[config.mk]
export PLATFORM = sky130hd
export DESIGN_NAME = spi_mode_master
export DESIGN_NICKNAME = d
export VERILOG_FILES = /design/src/rtl/spi_mode_master.sv
export SDC_FILE = /design/constraint.sdc
export NUM_CORES = 1
export LEC_CHECK = 0
export ABC_AREA = 1
export BUFFER_PORTS_ARGS = -buffer_cell sky130_fd_sc_hd__buf_4
export CORE_ASPECT_RATIO = 1.1
export CORE_UTILIZATION = 33
export DETAILED_ROUTE_END_ITERATION = 8
export PLACE_DENSITY_LB_ADDON = 0.25
export SYNTH_ARGS = -nofsm -noshare
export SYNTH_HDL_FRONTEND = slang
export SYNTH_SLANG_ARGS = --single-unit
[constraint.sdc]
create_clock -name clk -period 4.3 [get_ports clk]
set_clock_uncertainty 0.2 [all_clocks]
set_input_delay 0.645 -clock clk [delete_from_list [all_inputs] [get_ports clk]]
set_output_delay 0.645 -clock clk [all_outputs]
set_load 0.05 [all_outputs]
[src/rtl/spi_mode_master.sv]
// SPI master, all four CPOL/CPHA modes, 8-bit MSB-first transfers framed by cs.
// Optional receive path (miso/rx_data) enabled by defining SPI_MODE_MASTER_MISO_EN.
module spi_mode_master #(
    parameter int unsigned CLK_DIV = 4
) (
    input  logic       clk,
    input  logic       rst,
    input  logic       start,
    input  logic [1:0] mode,
    input  logic [7:0] din,
`ifdef SPI_MODE_MASTER_MISO_EN
    input  logic       miso,
    output logic [7:0] rx_data,
`endif
    output logic       sclk,
    output logic       mosi,
    output logic       cs,
    output logic       busy,
    output logic       done
);

    localparam int unsigned CW = 8;
    localparam int unsigned HW = 4;
    localparam logic [CW-1:0] CNT_LAST  = CW'(CLK_DIV - 1);
    localparam logic [HW-1:0] HALF_LAST = HW'(15);

    localparam logic [1:0] IDLE  = 2'd0;
    localparam logic [1:0] SETUP = 2'd1;
    localparam logic [1:0] XFER  = 2'd2;
    localparam logic [1:0] HOLD  = 2'd3;

    logic [1:0]    state, state_nx;
    logic [CW-1:0] cnt, cnt_nx;
    logic [HW-1:0] half, half_nx;
    logic          cnt_end;
    logic          load_c;
    logic          fin_c, fin;
    logic          cpol_q, cpha_q;
    logic [7:0]    din_q;
    logic [2:0]    bsel_c;
    logic          sclk_c, mosi_c, cs_c, busy_c;

    assign cnt_end = (cnt == CNT_LAST);

    // Next-state and counter sequencing; fin_c marks the HOLD exit edge.
    always_comb begin
        state_nx = state;
        cnt_nx   = cnt;
        half_nx  = half;
        load_c   = 1'b0;
        fin_c    = 1'b0;
        case (state)
            IDLE: begin
                if (start) begin
                    state_nx = SETUP;
                    cnt_nx   = '0;
                    half_nx  = '0;
                    load_c   = 1'b1;
                end
            end
            SETUP: begin
                if (cnt_end) begin
                    cnt_nx   = '0;
                    state_nx = XFER;
                end else begin
                    cnt_nx = cnt + CW'(1);
                end
            end
            XFER: begin
                if (cnt_end) begin
                    cnt_nx = '0;
                    if (half == HALF_LAST) begin
                        state_nx = HOLD;
                    end else begin
                        half_nx = half + HW'(1);
                    end
                end else begin
                    cnt_nx = cnt + CW'(1);
                end
            end
            HOLD: begin
                if (cnt_end) begin
                    cnt_nx   = '0;
                    state_nx = IDLE;
                    fin_c    = 1'b1;
                end else begin
                    cnt_nx = cnt + CW'(1);
                end
            end
            default: state_nx = IDLE;
        endcase
    end

    // Line levels for the current state; registered on the next edge.
    // CPHA=1 shifts the bit schedule by one half-period (bit k on leading edge 2k+1).
    always_comb begin
        cs_c   = 1'b1;
        busy_c = 1'b0;
        sclk_c = cpol_q;
        mosi_c = 1'b0;
        bsel_c = cpha_q ? 3'((half - HW'(1)) >> 1) : half[3:1];
        case (state)
            IDLE: begin
                sclk_c = mode[1];
            end
            SETUP: begin
                cs_c   = 1'b0;
                busy_c = 1'b1;
                mosi_c = cpha_q ? 1'b0 : din_q[7];
            end
            XFER: begin
                cs_c   = 1'b0;
                busy_c = 1'b1;
                sclk_c = cpol_q ^ half[0];
                if (!cpha_q || (half != '0)) begin
                    mosi_c = din_q[~bsel_c];
                end
            end
            HOLD: begin
                cs_c   = 1'b0;
                busy_c = 1'b1;
                mosi_c = din_q[0];
            end
            default: ;
        endcase
    end

    always_ff @(posedge clk) begin
        if (rst) begin
            state  <= IDLE;
            cnt    <= '0;
            half   <= '0;
            cpol_q <= 1'b0;
            cpha_q <= 1'b0;
            din_q  <= '0;
            fin    <= 1'b0;
            sclk   <= 1'b0;
            mosi   <= 1'b0;
            cs     <= 1'b1;
            busy   <= 1'b0;
            done   <= 1'b0;
        end else begin
            state <= state_nx;
            cnt   <= cnt_nx;
            half  <= half_nx;
            if (load_c) begin
                din_q  <= din;
                cpol_q <= mode[1];
                cpha_q <= mode[0];
            end
            fin  <= fin_c;
            done <= fin;
            sclk <= sclk_c;
            mosi <= mosi_c;
            cs   <= cs_c;
            busy <= busy_c;
        end
    end

`ifdef SPI_MODE_MASTER_MISO_EN
    logic [7:0] rx_sr;
    logic       samp_c;

    // Sampling edges: odd edges (leading) for CPHA=0, even edges (trailing) for CPHA=1.
    assign samp_c = (cnt == '0) &&
                    (((state == XFER) && (half != '0) && (half[0] != cpha_q)) ||
                     ((state == HOLD) && cpha_q));

    always_ff @(posedge clk) begin
        if (rst) begin
            rx_sr   <= '0;
            rx_data <= '0;
        end else begin
            if (load_c) begin
                rx_sr <= '0;
            end else if (samp_c) begin
                rx_sr <= {rx_sr[6:0], miso};
            end
            if (fin) begin
                rx_data <= rx_sr;
            end
        end
    end
`endif

endmodule

After elaboration in Yosys (flattened, before gate mapping)
Cells that the tools add are included.

Add/subtract/negate cells: 3. $lt $le $gt $ge: 1. Eq/ne operators: 11. Multiplexer cells: 25. Bitwise gates (word level): 3. Reductions and logical operators: 9.

Operators with widths (count): 2-to-1 mux 8 bit (2); case mux 8 bit (2 select lines) (1); 2-to-1 mux 4 bit (3); inequality test 2 bit (second input constant) (6); 2-to-1 mux 2 bit (5); adder 8 x 1 -> 8 bit (second input constant) (1); equality test 8 x 2 -> 1 bit (second input constant) (1); 2-to-1 mux 1 bit (8); case mux 2 bit (4 select lines) (1); case mux 4 bit (2 select lines) (1); AND reduction 5 bit (1); adder 4 x 1 -> 4 bit (second input constant) (1); equality test 2 bit (second input constant) (2); equality test 4 bit (second input constant) (1); < comparator 3 x 4 -> 1 bit (second input constant) (1); AND reduction 4 bit (1); nonzero test 4 bit (1); subtractor 4 x 1 -> 4 bit (second input constant) (1); binary-select mux 1 bit (select 3 bit) (1); 2-to-1 mux 3 bit (1); inverter 3 bit (1); case mux 1 bit (3 select lines) (1); OR reduction 3 bit (1); equality test 2 x 1 -> 1 bit (second input constant) (1); other kinds (8) (8).

Register bits: 30. Output and inout bits: 5.

Depth between registers and ports, before layout
Depth after elaboration: 7. Depth in mapped cells: 11. Mapped depth without buffers: 11.

Worst setup path after synthesis
OpenSTA, ideal clock, no wires.

Kind: reg2reg. From: register state[0]. To: register half[0]. Arrival: 1.341 ns. Setup slack: 2.641 ns. Cell stages (with the launch flop): 9. Buffers on the path: 0. Clock period less this slack: 1.659 ns. Cell sequence: dfxtp_1 -> inv_1 -> ha_1 -> inv_1 -> nor2_1 -> nor2_2 -> nand3_4 -> o21ai_1 -> nor2_1.

Word-level cells in the longest chain between the ends: 3. Elaborated cells on any way between the ends: 8. Those cells by class: 4 x eq/ne; 1 x mux; 3 x reduce/logical.

Ends and longest elaborated chain: start: declaration (line 32) `logic [1:0] state, state_nx;`; start signal: assignment (line 143) `state <= state_nx;`; equality test 2 bit / logical NOT 2 bit (equally long branches) (line 52) `case (state)`; inequality test 2 bit (no source line) / nonzero test 2 bit (equally long branches); AND reduction 4 bit (no source line); end signal: assignment (line 145) `half <= half_nx;`; end: declaration (line 34) `logic [HW-1:0] half, half_nx;`.

Parallel ways exist; a longest one is shown, timed or not. A chain may end at the register's enable or synchronous reset.

Worst setup path in the final report
Ends and elaborated chain as after synthesis.

==> summary.md <==
| Metric | Value |
|---|---|
| Startpoint type of the worst setup path | `register` |
| Final Max Tran Viols | `0` |
| Fin Setup TNS | `0 ps` |
| Final min period | `1850 ps` |
| # diodes | `0` |
| RSZ-0062 raised after global routing | `false` |
| Overall routing resource usage | `15.2%` |
| Vias in the first global route | `1302` |
| Worst reg-to-reg setup slack | `2450 ps` |
| Netlist cell types | `27` |
| Initial antenna violation count | `0` |
| Worst-Skew Late Latency | `280 ps` |
| Final-stage net count | `264` |
| Synth warn | `0` |
| Cell taking the most area after synthesis | `dfxtp_1` |
| Clock tree sinks | `30` |
| CTS Buf Count | `5` |
| Postcts setup bufs | `0` |
| Mapped cell area | `0.00159 sq mm` |
| Synth top area cells | `dfxtp_1 (38%), nand2_1 (11%), nor2_1 (6.9%)` |
| Crit Reg-Reg Endpoint | `half[0]` |
| Worst Reg-to-Reg Cells | `8` |
| Die Y | `74.7 um` |
| Seq/Total Area, Yosys | `37.9%` |
| Fin. Hold Viols | `0` |
| Hold Crit Class | `register to register` |
| List of most frequent post-synthesis cells | `nand2_1 (47), dfxtp_1 (30), nor2_1 (29), inv_1 (22), nand3_1 (19)` |
| Placed cells | `292` |
| Post-Layout Cell Count | `300` |
| Hold path depth | `2` |
| Crit path max fanout | `6` |
| Worst path depth | `8` |
| Hold wc startpoint | `fin` |
| Critical path required time | `4280 ps` |
| Avg Cell Area, Syn | `7.14 sq um` |
| Bufs and invs on worst path | `2` |
| Outcome | `complete, no violations` |
| Synth async-reset ratio | `0%` |
| Clk Tree Root Cell | `clkbuf_8` |
| Chip width | `68.1 um` |
| Internal power | `0.000618 W` |
| Switching Share | `41.5%` |
| Fill count | `506` |
| Sequential power share | `35.9%` |
| Clock Power Share | `22.1%` |
| Full die area | `0.00509 sq mm` |
| Setup violations, final | `0` |
| Min-Delay Endpoint | `done` |
| Slowest cell on crit path | `dfxtp_1` |
| First-pass GRT wire length | `5660 um` |
| H-tree depth | `2` |
| Core area | `0.00462 sq mm` |
| Routed vias | `1394` |
| I/O pins | `18` |
| Maxcap violations | `0` |
| Wirelength per Cell | `10.5 um` |
| CP delay by family, top | `simple AND/OR/NAND/NOR gates` |
| Gate power share | `42.0%` |
| CP peak stage delay | `390 ps` |
| Setup CP Type | `register to register` |
| Cell Chain, Critical Path | `inv_1, ha_1, inv_1, nor2_1, nor2_2, nand3_4, o21ai_1, nor2_1` |
| Post-DP Area | `0.00177 sq mm` |
| Least-Margin Pin Slew | `390 ps` |
| Post-route DRC | `0` |
| F_max | `540 MHz` |
| Final Cycle Share | `43.1%` |
| Post-layout instance area | `0.00186 sq mm` |
| Initial detailed-routing violation count | `24` |
| Worst path arrival time | `1830 ps` |
| P&R area growth vs syn | `17.5%` |
| Top FF cell, synth | `dfxtp_1` |
| Starting Density | `34.3%` |
| Hold buffers post-CTS | `0` |
| Layout cells sized above 1 | `18.4%` |
| Most frequent cell after synthesis | `nand2_1` |
| TritonCTS clock tree | `built` |
| Relative slew slack | `73.9%` |
| Worst flop-to-flop path startpoint | `state[0]` |
| Pin count of the biggest net entering global routing | `16` |
| DR vias/cell | `4.65` |
| Pwr Density | `567 mW/mm^2` |
| CP endpoint kind | `register` |
| Storage cell area | `601 sq um` |
| NetSw | `0.000438 W` |
| Overflow after GRT | `0` |
| Peak supply drop | `0.000218 V` |
| Final wirelength | `3160 um` |
| Clock buffer depth | `2` |
| Area occupied by multi-input gates | `872 sq um` |
| Post-synth EDFFs | `0` |
| Synthesized instance count | `222` |
| Top cell type's share of synthesized area | `37.9%` |
| Syn nets | `243` |
| Placer's final routability congestion estimate | `0.754` |
| LEAKAGE | `0.763 nW` |
| Antenna violation net count after detailed routing | `0` |
| # rows | `26` |
| FF+latch count, synth | `30` |
| Port Buffers | `17` |
| Post-detail-place hpwl | `2460 um` |
| Drt first pass iters | `4` |
| Post-CTS sizing | `0` |
| Clk pin slew, worst setup/hold paths | `60 ps` |
registers in the layout, indices dropped and copies added, names as in the netlist:
register  flops
fin           1
cnt           8
din_q         8
sclk          1
done          1
busy          1
state         2
cpol_q        1
cpha_q        1
cs            1
half          4
mosi          1
logic make-up after synthesis:
| group | Yosys count | share of synthesized area (%) |
|---|---|---|
| AO/OA/AOI/OAI | 38 | 13.5 |
| AND/OR/NAND/NOR | 113 | 33.5 |
| buffers and inverters | 30 | 7.10 |
| adder cells (fa/ha/maj) | 8 | 6.31 |
| XOR/XNOR | 3 | 1.66 |
| flip-flops | 30 | 37.9 |
worst max path at each step:
stage	from	endpoint	slack, ps
finish	state[0]	half[0]	2450
global route	state[0]	half[0]	2250
CTS	state[0]	half[0]	2430
detailed placement	state[0]	half[0]	2440
global placement	state[0]	half[1]	2480
floorplan	state[0]	half[0]	2640
worst reg2reg max path: cells and delay by family, from the launching register on:
family          cells  cell delay [ps]
flops               1              390
buf+inv             2              230
compound gates      1              180
fa+ha+maj           1              300
simple gates        4              440
layer usage:
metal	global-route usage [%]	routed length, um	part of all wire (%)	up-vias
met5	0	0	0	-
met2	24.0	1430	45	19
li1	-	-	-	763
met4	8.10	67	2.1	0
met3	4.70	108	3.4	5
met1	18.5	1550	49	607
per-stage QoR:
stage	total power, W	setup slack [ps]	hold slack [ps]	utilization, %
after floorplan	0.000729	2640	188	-
after global placement	0.000825	2480	193	38.4
after detailed placement	0.000831	2440	212	38.4
after CTS	0.00107	2430	222	40.3
after global routing	0.00115	2250	233	40.3
final	0.00106	2450	218	40.3
cells in the final DEF (no fill, tap or decap), types with 6 or more instances in the layout:
master    netlist  routed
a21oi_1        12      12
buf_4           0      17
clkbuf_8        0       6
dfxtp_1        30      30
ha_1            8       8
inv_1          22      22
nand2_1        47      47
nand3_1        19      19
nor2_1         29      29
o21ai_0        14      14
cell type report:
cell class	count	area share, %
clock buffers	7	4.63
clock inverters	1	0.269
inverters	27	5.44
multi-input cells	162	46.8
flip-flops and latches	30	32.2
well taps	56	3.76
repair buffers	17	6.85
power groups by stage:
stage / clock network, W / logic, W / registers, W
final: 0.000233 / 0.000443 / 0.000379
after global routing: 0.000252 / 0.000507 / 0.000388
after CTS: 0.000239 / 0.000447 / 0.000380
after detailed placement: 0 / 0.000446 / 0.000385
after global placement: 0 / 0.000439 / 0.000386
after floorplan: 0 / 0.000309 / 0.000419
(Power assumes the default switching activity.)
